==> src/rtl/reg_bank_fwd.sv <==
// Register bank for the 16-bit MIPS core. It owns the register file and a destination-tag
// pipeline that forwards in-flight results to the operands and stalls on load-use hazards.
module reg_bank_fwd #(
    parameter int DATA_W    = 16,
    parameter int ADDR_W    = 5,
    parameter int FWD_DEPTH = 3,
    parameter int R0_ZERO   = 1,
    localparam int SEL_W    = $clog2(FWD_DEPTH + 1)
) (
    input  logic                          clk,
    input  logic                          reset,
    input  logic                          id_valid,
    input  logic [ADDR_W-1:0]             ra,
    input  logic [ADDR_W-1:0]             rb,
    input  logic [ADDR_W-1:0]             rw,
    input  logic                          rw_en,
    input  logic                          is_load,
    input  logic [DATA_W-1:0]             imm,
    input  logic                          imm_sel,
    input  logic                          flush,
    input  logic [FWD_DEPTH*DATA_W-1:0]   stage_data,
    output logic [DATA_W-1:0]             A,
    output logic [DATA_W-1:0]             B,
    output logic                          ex_valid,
    output logic [SEL_W-1:0]              mux_sel_A,
    output logic [SEL_W-1:0]              mux_sel_B,
    output logic                          stall
);

    localparam int NREG = 2 ** ADDR_W;
    // With a single stage, EX is also commit, so a load tag there is already backed by data.
    localparam bit LOAD_AT_EX_BLOCKS = (FWD_DEPTH > 1);

    typedef struct packed {
        logic              valid;
        logic [ADDR_W-1:0] idx;
        logic              ld;
    } tag_t;

    typedef struct packed {
        logic [DATA_W-1:0] data;
        logic [SEL_W-1:0]  sel;
    } operand_t;

    tag_t              dst [FWD_DEPTH];
    logic [DATA_W-1:0] regfile [NREG];

    operand_t op_a;
    operand_t op_b;
    logic     issue;
    logic     r0_target;

    // Scanning from the oldest stage down lets the youngest matching stage overwrite the rest.
    function automatic operand_t resolve(input logic [ADDR_W-1:0] s);
        operand_t r;
        r.data = regfile[s];
        r.sel  = '0;
        for (int k = FWD_DEPTH - 1; k >= 0; k--) begin
            if (dst[k].valid && dst[k].idx == s &&
                !(k == 0 && dst[k].ld && LOAD_AT_EX_BLOCKS)) begin
                r.data = stage_data[k*DATA_W +: DATA_W];
                r.sel  = SEL_W'(k + 1);
            end
        end
        if (R0_ZERO != 0 && s == '0) begin
            r.data = '0;
            r.sel  = '0;
        end
        return r;
    endfunction

    always_comb begin
        op_a = resolve(ra);
        op_b = resolve(rb);
        if (imm_sel) begin
            op_b.data = imm;
            op_b.sel  = '0;
        end
    end

    always_comb begin
        stall = LOAD_AT_EX_BLOCKS && id_valid && !flush && dst[0].valid && dst[0].ld &&
                (dst[0].idx == ra || (!imm_sel && dst[0].idx == rb));
        issue     = id_valid && !stall && !flush;
        r0_target = (R0_ZERO != 0) && (rw == '0);
    end

    always_ff @(posedge clk) begin
        if (reset) begin
            for (int k = 0; k < FWD_DEPTH; k++) begin
                dst[k] <= '0;
            end
            for (int i = 0; i < NREG; i++) begin
                regfile[i] <= '0;
            end
            A         <= '0;
            B         <= '0;
            mux_sel_A <= '0;
            mux_sel_B <= '0;
            ex_valid  <= 1'b0;
        end else begin
            dst[0].valid <= issue && rw_en && !r0_target;
            dst[0].idx   <= rw;
            dst[0].ld    <= is_load;
            for (int k = 1; k < FWD_DEPTH; k++) begin
                dst[k] <= dst[k-1];
            end
            if (dst[FWD_DEPTH-1].valid) begin
                regfile[dst[FWD_DEPTH-1].idx] <= stage_data[(FWD_DEPTH-1)*DATA_W +: DATA_W];
            end
            ex_valid <= issue;
            // A bubble leaves the operand registers untouched.
            if (issue) begin
                A         <= op_a.data;
                B         <= op_b.data;
                mux_sel_A <= op_a.sel;
                mux_sel_B <= op_b.sel;
            end
        end
    end

endmodule
==> config.mk <==
export PLATFORM = sky130hd
export DESIGN_NAME = reg_bank_fwd
export DESIGN_NICKNAME = d
export VERILOG_FILES = /design/src/rtl/reg_bank_fwd.sv
export SDC_FILE = /design/constraint.sdc
export NUM_CORES = 1
export LEC_CHECK = 0
export ABC_AREA = 0
export ABC_CLOCK_PERIOD_IN_PS = 2500
export CORE_MARGIN = 2
export CORE_UTILIZATION = 60
export DETAILED_ROUTE_END_ITERATION = 10
export PLACE_DENSITY = 0.79
export REMOVE_ABC_BUFFERS = 1
export SYNTH_ARGS = -nofsm -noshare
export SYNTH_HDL_FRONTEND = slang
export SYNTH_SLANG_ARGS = --single-unit
==> constraint.sdc <==
create_clock -name clk -period 2.5 [get_ports clk]
set_input_delay 0.25 -clock clk [delete_from_list [all_inputs] [get_ports clk]]
set_output_delay 0.25 -clock clk [all_outputs]
set_load 0.01 [all_outputs]
==> flow_metrics.tcl <==
set metrics [dict create \
    ys_seq_area_frac 0.530 \
    die_width_um 232 \
    hpwl_mm 76.3 \
    report.final.slew_viol_count 0 \
    timing.rr.start "regfile[15][0]" \
    post-route-min-period_ns 2.44 \
    setup_viol 0 \
    cts.clk_slew.worst_paths_ns 0.06 \
    holdCritPathClass "in -> reg" \
    cts_buffers 59 \
    drt-pass1-iter-count 6 \
    area_growth_pct 21.0 \
    ant_nets 0 \
    coreArea_um2 51300 \
    grt_max_degree 78 \
    crit_fanout 2 \
    h-tree-depth 2 \
    place_congestion 0.979 \
    ir_worst_vdd_mv 0.582 \
    status "complete, no violations" \
    numClockSinks 568 \
    worst_slew_pin_slew_ns 0.755 \
    syn_inst 2335 \
    final_cells 3364 \
    slowest_stage "mux4_2" \
    end_kind "flop" \
    pre_cts_slack_ns -0.766 \
    antenna_found_initial 8 \
    relSlewSlack 0.492 \
    clkLatencyLatePin_ns 0.63 \
    grt_pass1_vias 23200 \
    cts_root_buf "clkbuf_16" \
    grt_pass1_wl_mm 158 \
    crit_type "reg -> reg" \
    syn_avg_cell_area_um2 13.3 \
    wl_per_cell_um 32.6 \
    fmax_ghz 0.411 \
    dr_total_vias 23700 \
    synth-edff-count 512 \
    synthDistinctLibCells 63 \
    syn-cell-area_um2 31100 \
    viasPerCell 7.05 \
    fin_skew_ns 0.0129 \
    crit_end "B[0]" \
    finalCritPeriodShare 0.974 \
    hold-worst-slack_ns 0.167 \
    dp.cells 3253 \
    drive_gt1_frac 0.306 \
    synthArstFlopShare 0 \
    start_util 0.607 \
    cts_tree "built" \
    num_rows 83 \
    ys_warn_count 0 \
    die_h_um 232 \
    worst_r2r_path_depth 8 \
    setup-tns-final_ns 0 \
    maxCapViolCount 0 \
    num_io_pins 124 \
    cp.required_ns 3.00 \
    drtIter0Drc 3666 \
    timing.rr.end "B[0]" \
    portBuffers 123 \
    start_kind "flop" \
    ctsHoldBuffers 0 \
    cts_buffer_depth 3 \
    rrSetupSlack_ns 0.06 \
    crit_arrival_ns 2.93 \
    cp-startpoint "regfile[15][0]" \
    path_cells "mux4_2 > a22o_1 > a2111oi_2 > buf_4 > nor4_1 > a2111oi_1 > buf_4 > nor3_1" \
    synth_seq_cells 568 \
    dieArea_um2 53700 \
    min_from "is_load" \
    p_leak_uw 0.0142 \
    grt_usage 0.410 \
    cp_common_cell "buf_4" \
    layout.nets 2721 \
    power.density_nw_per_um2 621 \
    crit_path_max_incr_delay_ns 0.54 \
    routed_wl_mm 110 \
    drc 0 \
    finalWorstSetupSlack_ns 0.0648 \
    hold_violations 0 \
    ys.flop_type "edfxtp_1" \
    overflow 0 \
]
==> what timing repair did <==
item	in CTS	in global routing
endpoints found under the setup margin	6	19
buffers inserted	0	1
pin swaps	1	13
hold endpoints to repair	0	0
gates resized for setup	7	31
==> layout make-up <==
class	count	area, µm²
multi-input cells	1525	13700
diodes	2	5.00
flip-flops and latches	568	16500
fillers	3377	13600
well taps	680	851
clock buffers	69	1560
inverters	2	7.51
repair buffers	479	4470
clock inverters	39	556
==> logic make-up after synthesis <==
group / count (synthesis) / synth area share
buffers and inverters: 242 / 0.0382
flip-flops: 568 / 0.530
multiplexers: 351 / 0.185
XOR/XNOR: 30 / 0.00844
AO/OA/AOI/OAI: 313 / 0.0813
AND/OR/NAND/NOR: 831 / 0.157
==> layer usage <==
metal  up-vias  global-route usage  part of all wire
met5         -                   0           0.00017
met4         2               0.189             0.052
met3       329               0.106              0.13
met2      2001               0.621              0.45
met1     11700               0.559              0.37
li1       9659                   -                 -
==> registers in the layout, summed over array words and instances, names as in the netlist <==
| register | cells |
|---|---|
| A | 16 |
| mux_sel_A | 2 |
| B | 16 |
| ex_valid | 1 |
| mux_sel_B | 2 |
| regfile | 512 |
| dst | 19 |
==> layout by cell type, fill, tap and decap left out, types with 16 or more instances in the layout <==
master / n
a31oi_1: 16
mux2_2: 122
buf_12: 47
nand3_1: 23
o22ai_1: 78
or2_2: 33
clkbuf_16: 61
a221o_1: 30
nor2b_1: 20
nor2_1: 69
nor3_1: 108
mux4_2: 162
and2_1: 483
edfxtp_1: 512
dfxtp_1: 56
a22o_1: 39
clkdlybuf4s50_1: 113
a2111oi_0: 16
a22oi_1: 18
o221ai_1: 16
mux2i_1: 63
buf_4: 313
o211ai_1: 17
nand2_1: 16
==> synthesized netlist by cell type, drive strengths merged (34+ instances only) <==
| cell type | count | area, µm² |
|---|---|---|
| a2111oi | 46 | 475 |
| a22o | 44 | 385 |
| and2 | 483 | 3020 |
| buf | 90 | 611 |
| clkbuf | 149 | 561 |
| dfxtp | 56 | 1120 |
| edfxtp | 512 | 15400 |
| mux2 | 122 | 1370 |
| mux2i | 63 | 631 |
| mux4 | 166 | 3760 |
| nor2 | 70 | 263 |
| nor3 | 113 | 571 |
| o22ai | 78 | 488 |
| or2 | 34 | 213 |
==> worst max-delay path, delay by kind of cell, from the launching register on <==
kind / cells / cell delay [ns]
buffers and inverters: 2 / 0.39
AOI/OAI and AO/OA: 3 / 0.90
muxes: 1 / 0.54
DFF: 1 / 0.38
and+or+nand+nor: 2 / 0.10
==> per-stage QoR <==
step	cell area (µm²)	utilization	power, µW
2_1_floorplan	29900	-	11900
3_3_place_gp	35300	0.688	13600
3_5_place_dp	35300	0.688	13700
4_1_cts	37400	0.730	23200
5_1_grt	37700	0.734	23800
6_report	37700	0.734	23400
==> power by group <==
part	internal, µW	switching [µW]
Combinational	1260	1620
Sequential	10600	170
Clock	5880	3870
Total	17700	5660
==> how the worst min path moves through the flow <==
stage	slack (ns)	cells after the start	endpoint
floorplan	0.32	1	mux_sel_A[0]
global placement	0.44	2	mux_sel_B[0]
detailed placement	0.45	2	mux_sel_B[0]
CTS	0.15	2	dst[0][0]
global route	0.18	2	dst[0][6]
finish	0.17	2	dst[0][0]
(Power assumes the default switching activity.)
